--- src/rtl/alu_sched.sv ---
// -----------------------------------------------------------------------------
// alu_sched
//
// Two-requester scheduler in front of the shared 32-bit ALU. Requests arrive on
// valid/ready handshakes and are granted round-robin. The granted request's
// mode and operands are registered onto the ALU inputs. The scheduler waits
// for the operation's latency and then returns the ALU answer to the owning
// requester with a one-cycle response pulse.
//
// Multiply modes (mode == 7'b0000110, or mode[6:2] == 5'b01010) take MUL_LAT
// cycles because the ALU multiplier is pipelined. Every other mode takes one
// cycle.
//
// Parameters
//   MUL_LAT    : multiply latency in cycles (>= 1)
//
// Ports
//   clk, rst                 : clock, asynchronous active-high reset
//   reqN_valid / reqN_ready  : request handshake for requester N (0 or 1)
//   reqN_mode, reqN_arg0/1   : operation sampled at the handshake edge
//   rspN_valid               : one-cycle pulse when requester N's result lands
//   rspN_data                : result; held until the next response to N
//   alu_mode, alu_arg0/1     : registered drive to the ALU
//   alu_ans                  : ALU result
//   busy                     : high while an operation is in flight
// -----------------------------------------------------------------------------
module alu_sched #(
    parameter int MUL_LAT = 2
) (
    input  logic        clk,
    input  logic        rst,

    input  logic        req0_valid,
    output logic        req0_ready,
    input  logic [6:0]  req0_mode,
    input  logic [31:0] req0_arg0,
    input  logic [31:0] req0_arg1,
    output logic        rsp0_valid,
    output logic [31:0] rsp0_data,

    input  logic        req1_valid,
    output logic        req1_ready,
    input  logic [6:0]  req1_mode,
    input  logic [31:0] req1_arg0,
    input  logic [31:0] req1_arg1,
    output logic        rsp1_valid,
    output logic [31:0] rsp1_data,

    output logic [6:0]  alu_mode,
    output logic [31:0] alu_arg0,
    output logic [31:0] alu_arg1,
    input  logic [31:0] alu_ans,
    output logic        busy
);

    // The counter only ever holds values 0 .. MUL_LAT-1.
    localparam int               CNT_W        = (MUL_LAT > 1) ? $clog2(MUL_LAT) : 1;
    localparam logic [CNT_W-1:0] MUL_CNT_LOAD = CNT_W'(MUL_LAT - 1);

    typedef enum logic {
        IDLE = 1'b0,
        EXEC = 1'b1
    } state_t;

    // -------------------------------------------------------------------------
    // Requester-indexed views of the ports, so that the per-requester logic
    // can be generated.
    // -------------------------------------------------------------------------
    logic [1:0]  req_valid;
    logic [1:0]  req_ready;
    logic [6:0]  req_mode [2];
    logic [31:0] req_arg0 [2];
    logic [31:0] req_arg1 [2];

    assign req_valid   = {req1_valid, req0_valid};
    assign req_mode[0] = req0_mode;
    assign req_mode[1] = req1_mode;
    assign req_arg0[0] = req0_arg0;
    assign req_arg0[1] = req1_arg0;
    assign req_arg1[0] = req0_arg1;
    assign req_arg1[1] = req1_arg1;
    assign req0_ready  = req_ready[0];
    assign req1_ready  = req_ready[1];

    // -------------------------------------------------------------------------
    // State
    // -------------------------------------------------------------------------
    state_t           state_reg;
    logic             pri_reg;       // requester that wins when both are valid
    logic             owner_reg;     // requester whose operation is in flight
    logic [CNT_W-1:0] cnt_reg;       // remaining EXEC cycles after this one
    logic             busy_reg;
    logic [6:0]       alu_mode_reg;
    logic [31:0]      alu_arg0_reg;
    logic [31:0]      alu_arg1_reg;
    logic             rsp_valid_reg [2];
    logic [31:0]      rsp_data_reg  [2];

    // -------------------------------------------------------------------------
    // Grant: the pointer only decides a tie; a lone valid requester always wins.
    // -------------------------------------------------------------------------
    logic grant;
    logic accept;
    logic done;

    always_comb begin
        grant = req_valid[1];
        if (&req_valid) begin
            grant = pri_reg;
        end
    end

    assign accept = (state_reg == IDLE) && (|req_valid);
    assign done   = (state_reg == EXEC) && (cnt_reg == '0);

    genvar gi;
    generate
        for (gi = 0; gi < 2; gi++) begin : g_ready
            assign req_ready[gi] = (state_reg == IDLE) && req_valid[gi] && (grant == 1'(gi));
        end
    endgenerate

    // -------------------------------------------------------------------------
    // Latency decode
    // -------------------------------------------------------------------------
    function automatic logic is_mul(input logic [6:0] mode);
        return (mode == 7'b0000110) || (mode[6:2] == 5'b01010);
    endfunction

    logic [6:0]  sel_mode;
    logic [31:0] sel_arg0;
    logic [31:0] sel_arg1;

    assign sel_mode = req_mode[grant];
    assign sel_arg0 = req_arg0[grant];
    assign sel_arg1 = req_arg1[grant];

    // -------------------------------------------------------------------------
    // Scheduler FSM. The counter is loaded with L-1, so a one-cycle operation
    // completes in its first EXEC cycle.
    // -------------------------------------------------------------------------
    always_ff @(posedge clk or posedge rst) begin
        if (rst) begin
            state_reg    <= IDLE;
            pri_reg      <= 1'b0;
            owner_reg    <= 1'b0;
            cnt_reg      <= '0;
            busy_reg     <= 1'b0;
            alu_mode_reg <= '0;
            alu_arg0_reg <= '0;
            alu_arg1_reg <= '0;
        end else begin
            case (state_reg)
                IDLE: begin
                    if (accept) begin
                        alu_mode_reg <= sel_mode;
                        alu_arg0_reg <= sel_arg0;
                        alu_arg1_reg <= sel_arg1;
                        owner_reg    <= grant;
                        pri_reg      <= ~grant;
                        cnt_reg      <= is_mul(sel_mode) ? MUL_CNT_LOAD : '0;
                        busy_reg     <= 1'b1;
                        state_reg    <= EXEC;
                    end
                end
                EXEC: begin
                    if (cnt_reg != '0) begin
                        cnt_reg <= cnt_reg - CNT_W'(1);
                    end else begin
                        busy_reg  <= 1'b0;
                        state_reg <= IDLE;
                    end
                end
                default: begin
                    state_reg <= IDLE;
                end
            endcase
        end
    end

    // -------------------------------------------------------------------------
    // Response registers. Only the owner's data is touched, so the other
    // requester's last result stays put.
    // -------------------------------------------------------------------------
    generate
        for (gi = 0; gi < 2; gi++) begin : g_rsp
            always_ff @(posedge clk or posedge rst) begin
                if (rst) begin
                    rsp_valid_reg[gi] <= 1'b0;
                    rsp_data_reg[gi]  <= '0;
                end else begin
                    rsp_valid_reg[gi] <= done && (owner_reg == 1'(gi));
                    if (done && (owner_reg == 1'(gi))) begin
                        rsp_data_reg[gi] <= alu_ans;
                    end
                end
            end
        end
    endgenerate

    assign rsp0_valid = rsp_valid_reg[0];
    assign rsp0_data  = rsp_data_reg[0];
    assign rsp1_valid = rsp_valid_reg[1];
    assign rsp1_data  = rsp_data_reg[1];
    assign alu_mode   = alu_mode_reg;
    assign alu_arg0   = alu_arg0_reg;
    assign alu_arg1   = alu_arg1_reg;
    assign busy       = busy_reg;

endmodule
--- config.mk ---
export PLATFORM = sky130hd
export DESIGN_NAME = alu_sched
export DESIGN_NICKNAME = d
export VERILOG_FILES = /design/src/rtl/alu_sched.sv
export SDC_FILE = /design/constraint.sdc
export NUM_CORES = 1
export LEC_CHECK = 0
export CORE_ASPECT_RATIO = 1.25
export CORE_MARGIN = 2
export CORE_UTILIZATION = 39
export DETAILED_ROUTE_END_ITERATION = 10
export GPL_TIMING_DRIVEN = 1
export PLACE_DENSITY = 0.77
export SLEW_MARGIN = 25
export SYNTH_ARGS = -nofsm -noshare
export SYNTH_HDL_FRONTEND = slang
export SYNTH_SLANG_ARGS = --single-unit
--- constraint.sdc ---
create_clock -name clk -period 6.6 [get_ports clk]
set_input_delay 1.32 -clock clk [delete_from_list [all_inputs] [get_ports clk]]
set_output_delay 1.32 -clock clk [all_outputs]
set_load 0.02 [all_outputs]
Word level (Yosys, flattened, before mapping)
Cells that the tools add are included.

cells by class
  shifts and indexed selects = 0
  $mul = 0
  bitwise gates (word level) = 5
  reduce and logical (&&, ||, !) cells = 13
  magnitude comparators = 1
  $add $sub $neg = 1
  divide/modulo/power cells = 0
  mux-type cells = 20
  equal/unequal tests = 4

operators with widths
  operator             number
  $mux 32              6
  $mux 7               3
  $logic_and 1x1->1    8
  $mux 1               8
  $eq 7x3->1 const B   1
  $pmux 1 s2           3
  $reduce_and 2->1     3
  $eq 5x4->1 const B   1
  $ne 2x2->1 const B   2
  $not 1->1            4
  $ge 2x2->1 const B   1
  $not 1->2            1
  $reduce_or 2->1      1
  $logic_or 1x1->1     1
  $sub 1x1->1 const B  1

storage, ports and cells
  input port bits = 178
  bits in writable memories = 0
  bits in read-only memories = 0
  word-level logic and storage cells = 56
  output and inout bits = 140
  memories = 0
  bits in latches = 0
  bits in registers = 142

Longest topological paths before layout
  depth after elaboration = 11
  gate-level depth with buffers = 6
  depth with buffers taken out = 4

Worst setup path after synthesis
OpenSTA, ideal clock, no wires.

  path type = input to output
  from = input port req1_valid
  to = output port req1_ready
  data required time = 5.280 ns
  setup slack = 3.384 ns
  stages on the path = 3
  arrival time = 1.896 ns
  cells stage by stage = inv_1 a211oi_4 buf_2

between the ends
  longest elaborated chain between the ends = 3
  elaborated cells on any way between the ends = 4

ends and longest elaborated chain
  item                   RTL line  source
  start: declaration     41        input logic req1_valid,
  $reduce_and 2->1       108       if (&req_valid) begin
  $mux 1                 108
  $logic_and 1x1->1 (*)  119       assign req_ready[gi] = (state_reg == IDLE) && req_valid[gi] && (grant == 1'(gi));
  end: declaration       42        output logic req1_ready,

Mark *: on every way between the ends. The rest lies on a longest branch, timed or not.

Worst setup path after layout
  from = input port req0_valid
  to = output port req0_ready

between the ends
  longest elaborated chain between the ends = 4
  elaborated cells on any way between the ends = 5

ends and longest elaborated chain
  item                   RTL line  source
  start: declaration     33        input logic req0_valid,
  $reduce_and 2->1       108
  $mux 1                 108
  $not 1->1              119
  $logic_and 1x1->1 (*)  119
  end: declaration       34        output logic req0_ready,

Marks and branches as above.

==> results.md <==
- Setup crit end kind: primary output
- Max FO, Critical Path: 9
- Initial Util: 39.7%
- Vias per cell: 5.07
- Post-CTS Hold Buffers: 0
- Post-cts sizing count: 0
- Antenna diodes: 0
- Dpl ws: 2.10 ns
- Seq cells post-synth: 142
- Worst EP arrival: 3.19 ns
- Antenna violations before repair: 0
- Final min period: 4.51 ns
- Skew-Pair Late Insertion Delay: 0.41 ns
- Setup Skew: 0.00815 ns
- Nets: 969
- Crit start category: input pin
- Post-route cell area: 0.00984 mm²
- Vias in the first global route: 5,466
- Post-synth cell types: 30
- Syn avg cell area: 12.4 µm²
- Post-Syn Area: 0.00594 mm²
- Biggest area consumer among synthesized cells: dfrtp_1
- Post-DR wirelength/cell: 18.2 µm
- Largest net degree at the start of global routing: 87
- Max Clock Freq: 222 MHz
- Grt ovf: 0
- Die area: 0.0162 mm²
- CTS tree: built
- Clock Sink Count: 142
- Post-DP Area: 0.00919 mm²
- Core ar.: 0.0150 mm²
- Seq/Total Area, Yosys: 59.9%
- Max-slew violation count: 0
- Synthesized net count: 658
- CTS Buf Count: 17
- I/O pin count: 318
- Worst Hold Class: reg2reg
- Routed via count: 4,995
- # setup viols final: 0
- Clock Path Buffers: 2
- Syn Inst Count: 480
- DP HPWL: 13.2 mm
- YS warnings: 0
- Standard-cell rows: 50
- Fin crit share: 68.3%
- Final GP Congestion: 0.874
- Required time worst endpoint: 5.28 ns
- Syn-to-layout area delta: 65.8%
- Top-area cell type share of the netlist area: 59.9%
- Fin worst setup slack: 2.09 ns
- Crit path kind: in2out
- GRT Resource Usage Total: 22.1%
- Sum of negative setup slack: 0 ns
- Chip Height: 142 µm
- Top cells by area, synth: dfrtp_1, nand2_1, mux2_4
- I/O Buffers: 317
- Status: finished clean
- Final Hold Viols: 0
- Worst VDD drop: 0.278 mV
- PD cells: 523 mW/mm²
- Max Cap Viol: 0
- First-pass GRT wire length: 27.7 mm
- RSZ-0062 raised after global routing: false
- Post-route ant nets: 0
- Clock-pin slew on the worst setup and hold paths: 0.06 ns
- Detailed Routing Iterations Pass 1: 6
- Actual slew at the worst max-slew pin: 0.855 ns
- DRC viols: 0
- H-tree depth: 4
- P_leak: 4.33 nW
- DRT Wirelength: 17.9 mm
- Fillers: 1,126
- Root cell of the clock tree: clkbuf_16
- Post-CTS setup buffers: 0
- Share of post-route cells with drive strength above 1: 13.4%
- Max-slew headroom: 42.8%
- 1st-iter DRT viols: 275
- Die extent in x: 114 µm
## final cells by class
type | count | area (µm²) | area share, %
multi-input combinational | 302 | 2170 | 22.0
timing repair buffer | 322 | 3210 | 32.6
clock buffer | 20 | 447 | 4.54
clock inverter | 12 | 209 | 2.12
tap | 182 | 228 | 2.31
sequential | 142 | 3550 | 36.1
inverter | 6 | 27.5 | 0.280
## layout by cell type (no fill, tap or decap), types with 2 or more instances in the layout
cell,count
dfrtp_1,142
mux2_4,29
a22oi_1,50
clkinvlp_4,2
nand2_1,125
bufinv_16,5
inv_1,4
clkbuf_1,2
o21ai_0,15
nor4_1,2
a211oi_4,2
a21oi_1,2
buf_4,5
mux2_2,35
clkbuf_16,17
o21ai_1,6
mux2i_1,21
inv_6,3
clkdlybuf4s50_1,317
nor3_1,2
clkinv_4,3
nor2_1,3
## cell usage after synthesis, drive strengths merged
library cell  number
a211oi             2
a21o               1
a21oi              2
a22oi             50
a31oi              1
and2b              1
buf               24
clkbuf             6
dfrtp            142
inv                6
mux2              64
mux2i             21
nand2            126
nor2               3
nor2b              1
nor3               2
nor4               2
o211ai             1
o21ai             22
o21bai             1
o221ai             1
or4                1
## worst max-delay path: stages
cell and delay [ns]:
clkdlybuf4s50_1 0.64, inv_2 0.11, a211oi_4 0.40, clkdlybuf4s50_1 0.71
## per-layer routing
| layer | up-vias | global-route usage (%) | wire, µm | share of wire [%] |
|---|---|---|---|---|
| met5 | - | 0 | 0 | 0 |
| met4 | 0 | 11.9 | 861 | 4.8 |
| met3 | 56 | 7.07 | 1400 | 7.8 |
| met2 | 259 | 38.2 | 8910 | 50 |
| met1 | 2390 | 23.9 | 6720 | 38 |
| li1 | 2290 | - | - | - |
## per-stage QoR
step / hold WS [ns] / util (%) / std cells / total power, mW
after floorplan: 0.485 / - / 480 / 2.95
after global placement: 0.465 / 61.4 / 954 / 4.04
after detailed placement: 0.470 / 61.4 / 954 / 4.12
after CTS: 0.483 / 65.8 / 986 / 5.20
after global routing: 0.516 / 65.8 / 986 / 5.41
final: 0.478 / 65.8 / 986 / 5.15
## cells by family (layout without fill, tap and decap cells)
family | after synthesis | after routing | share of synthesized area [%]
flip-flops | 142 | 142 | 59.9
AND/OR/NAND/NOR | 136 | 136 | 9.06
multiplexers | 85 | 85 | 17.5
AO/OA/AOI/OAI | 81 | 81 | 9.59
buffers and inverters | 36 | 360 | 3.96
## power by group
group | internal, mW | switching, mW | leakage [nW] | total [mW]
combinational | 1.29 | 1.23 | 2.31 | 2.52
sequential | 1.31 | 0.262 | 1.71 | 1.57
clock | 0.685 | 0.373 | 0.311 | 1.06
total | 3.29 | 1.87 | 4.33 | 5.15
## path summary, 6_finish.rpt
path	start	end	slack [ns]	cells after the start
max in group asynchronous	rst	alu_arg1[6]	3.87	3
hold reg to reg	alu_arg0[20]	alu_arg0[20]	0.48	2
setup reg to reg	state_reg	rsp0_data[31]	4.60	3
min in group asynchronous	rst	rsp0_data[20]	1.44	2
hold / removal	alu_arg0[20]	alu_arg0[20]	0.48	2
setup / recovery	req0_valid	req0_ready	2.09	4
No activity file was read; power rests on OpenSTA's default activity.
